$ cat src/rtl/fetch_if.sv
// Fetch-side bundle: PC/instruction exchange with IF, redirect input, and the
// valid/ready delivery channel toward decode.
interface fetch_if #(
  parameter int PC_W   = 64,
  parameter int INST_W = 32,
  parameter int DEPTH  = 2
);
  localparam int CNT_W = $clog2(DEPTH) + 1;

  logic [PC_W-1:0]   pc;
  logic [PC_W-1:0]   pc_next;
  logic [INST_W-1:0] instruction;
  logic              redirect_valid;
  logic [PC_W-1:0]   redirect_pc;
  logic              id_valid;
  logic              id_ready;
  logic [INST_W-1:0] id_inst;
  logic [PC_W-1:0]   id_pc;
  logic [CNT_W-1:0]  buf_count;
  logic              misalign_err;

  modport master (
    output pc, id_valid, id_inst, id_pc, buf_count, misalign_err,
    input  pc_next, instruction, redirect_valid, redirect_pc, id_ready
  );

  modport slave (
    input  pc, id_valid, id_inst, id_pc, buf_count, misalign_err,
    output pc_next, instruction, redirect_valid, redirect_pc, id_ready
  );
endinterface

$ cat src/rtl/fetch_sequencer.sv
// Program-counter owner for the combinational IF stage: captures {pc, inst}
// into a small prefetch FIFO, delivers to decode, and handles stall/redirect.
//
// state    | meaning
// ---------+-----------------------------------------------------------
// ST_BOOT  | first cycle after reset release; pc held, nothing captured
// ST_RUN   | fetching; one capture per cycle while the buffer has room
// ST_STALL | buffer full and decode not accepting; pc held
module fetch_sequencer #(
  parameter int              PC_W     = 64,
  parameter logic [PC_W-1:0] RESET_PC = '0,
  parameter int              INST_W   = 32,
  parameter int              DEPTH    = 2
) (
  input  logic      clk,
  input  logic      reset,
  fetch_if.master   bus
);
  localparam int PTR_W = $clog2(DEPTH);
  localparam int CNT_W = PTR_W + 1;
  localparam logic [CNT_W-1:0] FULL_CNT = CNT_W'(DEPTH);

  localparam logic [1:0] ST_BOOT  = 2'd0;
  localparam logic [1:0] ST_RUN   = 2'd1;
  localparam logic [1:0] ST_STALL = 2'd2;

  logic [1:0]        r_state;
  logic [PC_W-1:0]   r_pc;
  logic [PTR_W-1:0]  r_rd_ptr;
  logic [PTR_W-1:0]  r_wr_ptr;
  logic [CNT_W-1:0]  r_count;
  logic              r_misalign;
  logic [PC_W-1:0]   r_buf_pc   [DEPTH];
  logic [INST_W-1:0] r_buf_inst [DEPTH];

  logic              w_valid;
  logic              w_deq;
  logic              w_cap;
  logic [PC_W-1:0]   w_redirect_pc;

  assign w_valid = (r_count != '0);
  assign w_deq   = w_valid & bus.id_ready;
  // A full buffer still accepts a capture when the head leaves the same cycle.
  assign w_cap   = (r_state != ST_BOOT) & ~bus.redirect_valid
                 & ((r_count < FULL_CNT) | w_deq);
  assign w_redirect_pc = {bus.redirect_pc[PC_W-1:2], 2'b00};

  always_ff @(posedge clk or negedge reset) begin
    if (!reset) begin
      r_state    <= ST_BOOT;
      r_pc       <= RESET_PC;
      r_rd_ptr   <= '0;
      r_wr_ptr   <= '0;
      r_count    <= '0;
      r_misalign <= 1'b0;
    end else if (bus.redirect_valid) begin
      r_state  <= ST_RUN;
      r_pc     <= w_redirect_pc;
      r_rd_ptr <= '0;
      r_wr_ptr <= '0;
      r_count  <= '0;
      if (bus.redirect_pc[1:0] != 2'b00) begin
        r_misalign <= 1'b1;
      end
    end else begin
      if (w_cap) begin
        r_pc     <= bus.pc_next;
        r_wr_ptr <= r_wr_ptr + PTR_W'(1);
      end
      if (w_deq) begin
        r_rd_ptr <= r_rd_ptr + PTR_W'(1);
      end
      r_count <= r_count + CNT_W'(w_cap) - CNT_W'(w_deq);
      if (r_state == ST_BOOT || w_cap) begin
        r_state <= ST_RUN;
      end else begin
        r_state <= ST_STALL;
      end
    end
  end

  // Storage needs no reset: occupancy alone decides what is visible.
  always_ff @(posedge clk) begin
    if (w_cap) begin
      r_buf_pc[r_wr_ptr]   <= r_pc;
      r_buf_inst[r_wr_ptr] <= bus.instruction;
    end
  end

  assign bus.pc           = r_pc;
  assign bus.id_valid     = w_valid;
  assign bus.id_pc        = w_valid ? r_buf_pc[r_rd_ptr]   : '0;
  assign bus.id_inst      = w_valid ? r_buf_inst[r_rd_ptr] : '0;
  assign bus.buf_count    = r_count;
  assign bus.misalign_err = r_misalign;
endmodule

$ cat src/flat_wrapper.sv
// flat-port wrapper written by rule: the top's interface ports become plain ports
module fetch_sequencer_flat 
#(
  parameter int              PC_W     = 64,
  parameter logic [PC_W-1:0] RESET_PC = '0,
  parameter int              INST_W   = 32,
  parameter int              DEPTH    = 2
)
  (clk, reset, bus_pc, bus_id_valid, bus_id_inst, bus_id_pc, bus_buf_count, bus_misalign_err, bus_pc_next, bus_instruction, bus_redirect_valid, bus_redirect_pc, bus_id_ready);
  fetch_if #(.PC_W(PC_W), .INST_W(INST_W), .DEPTH(DEPTH)) bus_i ();
  input  logic clk;
  input  logic reset;
  output wire logic [$bits(bus_i.pc)-1:0] bus_pc;
  output wire logic [$bits(bus_i.id_valid)-1:0] bus_id_valid;
  output wire logic [$bits(bus_i.id_inst)-1:0] bus_id_inst;
  output wire logic [$bits(bus_i.id_pc)-1:0] bus_id_pc;
  output wire logic [$bits(bus_i.buf_count)-1:0] bus_buf_count;
  output wire logic [$bits(bus_i.misalign_err)-1:0] bus_misalign_err;
  input wire logic [$bits(bus_i.pc_next)-1:0] bus_pc_next;
  input wire logic [$bits(bus_i.instruction)-1:0] bus_instruction;
  input wire logic [$bits(bus_i.redirect_valid)-1:0] bus_redirect_valid;
  input wire logic [$bits(bus_i.redirect_pc)-1:0] bus_redirect_pc;
  input wire logic [$bits(bus_i.id_ready)-1:0] bus_id_ready;
  assign bus_pc = bus_i.pc;
  assign bus_id_valid = bus_i.id_valid;
  assign bus_id_inst = bus_i.id_inst;
  assign bus_id_pc = bus_i.id_pc;
  assign bus_buf_count = bus_i.buf_count;
  assign bus_misalign_err = bus_i.misalign_err;
  assign bus_i.pc_next = bus_pc_next;
  assign bus_i.instruction = bus_instruction;
  assign bus_i.redirect_valid = bus_redirect_valid;
  assign bus_i.redirect_pc = bus_redirect_pc;
  assign bus_i.id_ready = bus_id_ready;
  fetch_sequencer #(.PC_W(PC_W), .RESET_PC(RESET_PC), .INST_W(INST_W), .DEPTH(DEPTH)) u_core (.clk(clk), .reset(reset), .bus(bus_i));
endmodule
$ cat config.mk
export PLATFORM = sky130hd
export DESIGN_NAME = fetch_sequencer_flat
export DESIGN_NICKNAME = d
export VERILOG_FILES = /design/src/rtl/fetch_if.sv /design/src/rtl/fetch_sequencer.sv /design/src/flat_wrapper.sv
export SDC_FILE = /design/constraint.sdc
export NUM_CORES = 1
export LEC_CHECK = 0
export ABC_AREA = 1
export CAP_MARGIN = 10
export CORE_MARGIN = 3
export CORE_UTILIZATION = 47
export CTS_CLUSTER_DIAMETER = 80
export DETAILED_ROUTE_END_ITERATION = 8
export PLACE_DENSITY = 0.79
export SYNTH_ARGS = -nofsm -noshare
export SYNTH_HDL_FRONTEND = slang
export SYNTH_SLANG_ARGS = --single-unit
$ cat constraint.sdc
create_clock -name clk -period 7.3 [get_ports clk]
set_input_delay 1.46 -clock clk [delete_from_list [all_inputs] [get_ports clk]]
set_output_delay 1.46 -clock clk [all_outputs]
set_load 0.03 [all_outputs]
==> results.cfg, run 1 <==
[critical_path]
r2r_cells = 7
crit_path_cell_trace = nor2_4, buf_4, a21oi_1, clkdlybuf4s50_1
crit_arrival_ns = 3.25
rrSetupSlack_ns = 4.14
required_ns = 5.84
reg2reg_from = u_core.bus.buf_count[1]
startpoint_type = register
path_buf_inv = 2
path_class = reg -> out
path_delay_family = buffers and inverters
cp-end-kind = output pin
max_stage_delay_ns = 0.71
crit_fanout = 63
r2r-end = u_core.r_buf_inst[0][3]
slowest_stage = nor2_4

[logic_synthesis]
syn_area_per_cell_sq_um = 10.5
ys_ff_latch = 263
synth_fp_nets = 1193
syn_inst = 1027
yosysWarnings = 0
ys_types = 24
syn_area_sq_mm = 0.0108
yosysSeqAreaShare_pct = 69.8

[cells_and_area]
final_core_util_pct = 67.6
final_cell_mix = nand2_1 (509), clkdlybuf4s50_1 (325), edfxtp_1 (192), a21oi_1 (97), dfrtp_1 (70)
syn_to_final_growth_pct = 39.2
layout.cells.non_filler = 1625
n_antenna_cell = 0
design_area_sq_mm = 0.0150
nets = 1491
drive_gt1_share_pct = 4.54
layout_commonest_cell = nand2_1

[hold_path]
min-delay-start = u_core.bus.misalign_err
whs_endpoint = u_core.bus.misalign_err
hold_path.class = reg -> reg
hold_depth = 1

[placed_design]
place_inst = 1577
port_buffers = 327
dp_hpwl_mm = 18.3
gp_congestion = 0.811
postPlaceCellArea_sq_mm = 0.0141

[sta]
hold_violations = 0
fin_hold_ws_ns = 0.484
finalCritPeriodShare_pct = 64.5
slew_violations = 0
max_slew_margin_pct = 27.7
finalSetupViolCount = 0
fmax_mhz = 212
min_period_ns = 4.71
tightestPinTransition_ns = 1.08
rsz0062_at_grt = no
finalSetupTns_ns = 0
fin_skew_ns = 0.0105

[floorplanning]
initial_utilization_pct = 48.6
dieArea_sq_mm = 0.0248
pin_count = 328
die_w_um = 158
die_h_um = 158
fp.coreArea_sq_mm = 0.0222
rows = 54

[global_route]
grt_antenna_before_repair = 0
grtUsageTotal_pct = 21.8
grt_max_degree = 97
grt_remaining_overflow = 0
grt_pass1_wl_mm = 42.5
first_global_vias = 7899

[drt]
drt-vias-per-instance = 5.05
drt_pass1_iterations = 5
drtIter0Drc = 636
drc = 0
routed_wl_mm = 28.0
ant_nets = 0
dr_total_vias = 8212
wl_per_cell_um = 17.2

[cts]
postCtsSetupBuffers = 0
clock_tree.buffer_depth = 3
cts_max_level = 1
path_clk_slew_ns = 0.06
clkLatencyLatePin_ns = 0.51
clockRootBuffer = clkbuf_16
cts-resized-gates = 0
cts_buffers = 26
cts_hold_buf = 0
tritoncts = yes
cts_sinks = 263

[power]
power.density_mw_per_mm2 = 403
p_leak_nw = 6.15
worst_ir_drop_vdd_mv = 0.191

[outcome]
status = complete, no violations

[flow_run]
cap_violations = 0
metrics by stage:
stage / total power, W / worst slack [ns]
after floorplan: 0.00366 / 0.793
after global placement: 0.00465 / 2.32
after detailed placement: 0.00470 / 2.20
after CTS: 0.00612 / 2.55
after global routing: 0.00634 / 2.38
final: 0.00606 / 2.59
power by group:
part / total [W] / internal, W / switching [W]
sequential: 0.00220 / 0.00204 / 0.000158
clock: 0.00140 / 0.000854 / 0.000547
combinational: 0.00246 / 0.000849 / 0.00161
total: 0.00606 / 0.00375 / 0.00231
logic make-up (layout without fill, tap and decap cells):
logic type                 count (synthesis)  in the layout  synth area share (%)
xor gates and xnor gates                   2              2                 0.162
DFF                                      263            263                  69.8
adders and majority gates                  2              2                 0.232
and+or+nand+nor                          582            582                  21.1
AOI/OAI and AO/OA                        101            101                  4.74
buffers and inverters                     77            395                  3.91
sequential cells by signal (all words and copies together), names as in the netlist:
register                 cells
u_core.bus.buf_count         2
u_core.bus.misalign_err      1
u_core.bus.pc               64
u_core.r_buf_inst           64
u_core.r_buf_pc            128
u_core.r_rd_ptr              1
u_core.r_state               2
u_core.r_wr_ptr              1
layer usage:
metal	global-route usage, %	part of all wire, %	vias up
met5	0	0	-
met4	6.03	2.7	0
met3	5.14	8.0	56
met2	39.0	51	296
met1	26.5	38	3854
li1	-	-	4006
worst max-delay path by stage:
stage | startpoint | to | cells after the start
finish | u_core.bus.buf_count[1] | bus_id_pc[4] | 4
global route | bus_redirect_valid | u_core.r_buf_inst[0][14] | 10
CTS | u_core.bus.buf_count[1] | bus_id_inst[9] | 4
detailed placement | bus_redirect_valid | u_core.r_buf_inst[0][14] | 10
global placement | bus_redirect_valid | u_core.r_buf_inst[0][14] | 10
floorplan | bus_redirect_valid | u_core.r_buf_inst[1][0] | 6
cell type report:
class	instances	area (sq um)
multi-input combinational	687	2850
fill	1713	7190
inverter	12	51.3
sequential	263	7550
timing repair buffer	335	3330
clock inverter	18	226
tap	280	350
clock buffer	30	687
cell usage after synthesis:
cell        n  area share, %
a21oi_1    97            4.5
buf_1       2          0.070
buf_12      1           0.19
buf_2      28            1.3
buf_4       1          0.070
buf_6       6           0.63
buf_8       3           0.42
clkbuf_1   24           0.83
dfrtp_1    71             16
edfxtp_1  192             53
ha_1        2           0.23
inv_1       9           0.31
inv_2       3           0.10
nand2_1   509             18
nand2_4     2           0.21
nand3_1    65            3.0
nor2_1      5           0.17
nor2_2      1          0.058
o21ai_0     1          0.046
o21ai_1     1          0.046
o21ai_2     1          0.081
o21bai_1    1          0.070
xnor2_1     1          0.081
xor2_1      1          0.081
(Power assumes the default switching activity.)
==> inputs of run 2 (changes only) <==
--- a/config.mk
+++ b/config.mk
@@ -8,10 +8,10 @@
 export ABC_AREA = 1
 export CAP_MARGIN = 10
 export CORE_MARGIN = 3
-export CORE_UTILIZATION = 47
+export CORE_UTILIZATION = 43
 export CTS_CLUSTER_DIAMETER = 80
 export DETAILED_ROUTE_END_ITERATION = 8
-export PLACE_DENSITY = 0.79
+export PLACE_DENSITY = 0.76
 export SYNTH_ARGS = -nofsm -noshare
 export SYNTH_HDL_FRONTEND = slang
 export SYNTH_SLANG_ARGS = --single-unit
==> constraint.sdc (replaced) <==
create_clock -name clk -period 4.31 [get_ports clk]
set_input_delay 0.862 -clock clk [delete_from_list [all_inputs] [get_ports clk]]
set_output_delay 0.862 -clock clk [all_outputs]
set_load 0.03 [all_outputs]
==> results.cfg, run 2 (synthesized netlist as in run 1, its figures left out) <==
[outcome]
status = complete, no violations

[cells_and_area]
largest_reg_flops = 128
regArea_sq_mm = 0.00755
final_cell_mix = nand2_1 (509), clkdlybuf4s50_1 (325), edfxtp_1 (192), a21oi_1 (97), dfrtp_1 (70)
drive_gt1_share_pct = 4.82
final_core_util_pct = 61.6
nets = 1495
regMostFlops = u_core.r_buf_pc
syn_to_final_growth_pct = 40.0
fillCellCount = 1988
layout_commonest_cell = nand2_1
multi_input_area_sq_mm = 0.00285

[cts]
cts-resized-gates = 0
cts_max_level = 1
tritoncts = yes
cts_sinks = 263
clockRootBuffer = clkbuf_16
cts_buffers = 27
clock_tree.buffer_depth = 3
clkLatencyLatePin_ns = 0.52
postCtsSetupBuffers = 0
cts_hold_buf = 0
path_clk_slew_ns = 0.06

[power]
p_clk_share_pct = 22.0
p_int_w = 0.00627
seqPwrFrac_pct = 36.9
power.density_mw_per_mm2 = 672
p_sw_w = 0.00390
comb_power_share_pct = 41.0
switching_share_pct = 38.3
worst_ir_drop_vdd_mv = 0.413
p_total_w = 0.0102
p_leak_nw = 6.17

[critical_path]
r2r_cells = 7
cp-end-kind = output pin
required_ns = 3.45
crit_arrival_ns = 3.05
crit_fanout = 52
startpoint_type = register
path_class = reg -> out
slowest_stage = dfrtp_4
crit_path_cell_trace = buf_4, nand2_1, a21oi_1, clkdlybuf4s50_1
path_delay_family = buffers and inverters
max_stage_delay_ns = 0.77
path_buf_inv = 2
worst-path-stages = 4

[global_route]
grt_pass1_wl_mm = 43.4
grt_max_degree = 98
grt_remaining_overflow = 0
grtUsageTotal_pct = 20.3
grt_antenna_before_repair = 4
first_global_vias = 7961

[placed_design]
gp_congestion = 0.884
port_buffers = 327
dp_hpwl_mm = 17.9
post-place-ws_ns = 0.978

[floorplanning]
initial_utilization_pct = 44.0
dieArea_sq_mm = 0.0271
die_w_um = 165
pin_count = 328
rows = 57
fp.coreArea_sq_mm = 0.0245
die_h_um = 165

[sta]
finalSetupViolCount = 0
tightestPinTransition_ns = 0.954
fmax_mhz = 256
fin_hold_ws_ns = 0.487
worst_slack_ns = 0.400
fin_skew_ns = 0.0114
min_period_ns = 3.91
max_slew_margin_pct = 36.4
hold_violations = 0
finalSetupTns_ns = 0
rsz0062_at_grt = no
finalCritPeriodShare_pct = 90.7
slew_violations = 0

[hold_path]
hold_path.class = in -> async

[drt]
drtIter0Drc = 491
drt-vias-per-instance = 4.87
routed_wl_mm = 28.2
drt_pass1_iterations = 5
wl_per_cell_um = 16.8
ant_nets = 0
dr_total_vias = 8159
drc = 0

[flow_run]
cap_violations = 0
run 2: changes by cell type in the layout (fill, tap and decap cells not counted), sizes merged:
| cell | previous run | this run |
|---|---|---|
| diode | 0 | 2 |
| buf | 10 | 13 |
| bufinv | 5 | 1 |
| clkbuf | 30 | 39 |
| clkinv | 11 | 9 |
| clkinvlp | 2 | 1 |
| inv | 12 | 11 |
run 2: stage by stage:
stage               instances  cell area (sq um)
global placement         1624              14300
floorplan                1027              10800
global route             1675              15100
CTS                      1673              15100
finish                   1675              15100
detailed placement       1624              14300
run 2: worst paths after layout:
path	startpoint	to	slack (ns)
setup / recovery	u_core.r_rd_ptr	bus_id_pc[58]	0.40
setup reg to reg	u_core.bus.buf_count[0]	u_core.bus.pc[47]	1.68
min in group clk	u_core.bus.misalign_err	u_core.bus.misalign_err	0.49
hold reg to reg	u_core.bus.misalign_err	u_core.bus.misalign_err	0.49
hold / removal	reset	u_core.bus.pc[17]	0.49
max in group asynchronous	reset	u_core.r_rd_ptr	3.12
run 2: routing by layer:
metal	vias up	track usage, %	wire (um)
met5	-	0	37
met4	4	6.79	911
met3	62	6.32	2660
met2	295	34.4	13800
met1	3786	24.7	10800
li1	4012	-	-
run 2: cell type report:
type | instances | share of cell area [%]
Timing Repair Buffer | 338 | 22.5
Antenna cell | 2 | 0.0331
Multi-Input combinational cell | 687 | 18.8
Clock buffer | 39 | 5.24
Clock inverter | 10 | 0.505
Tap cell | 324 | 2.68
Sequential cell | 263 | 49.9
Inverter | 12 | 0.339
run 2: worst register-to-register path: cells and delay by family, from the launching register on:
kind	cells	cell delay, ns
flip-flops	1	0.47
AO/OA/AOI/OAI	1	0.24
buffers and inverters	1	0.62
AND/OR/NAND/NOR	5	1.18
run 2: power by group through the flow:
stage / combinational, W / clock, W / sequential [W]
2_1_floorplan: 0.00220 / 0 / 0.00399
3_3_place_gp: 0.00418 / 0 / 0.00377
3_5_place_dp: 0.00422 / 0 / 0.00380
4_1_cts: 0.00423 / 0.00230 / 0.00376
5_1_grt: 0.00448 / 0.00241 / 0.00382
6_report: 0.00417 / 0.00224 / 0.00375
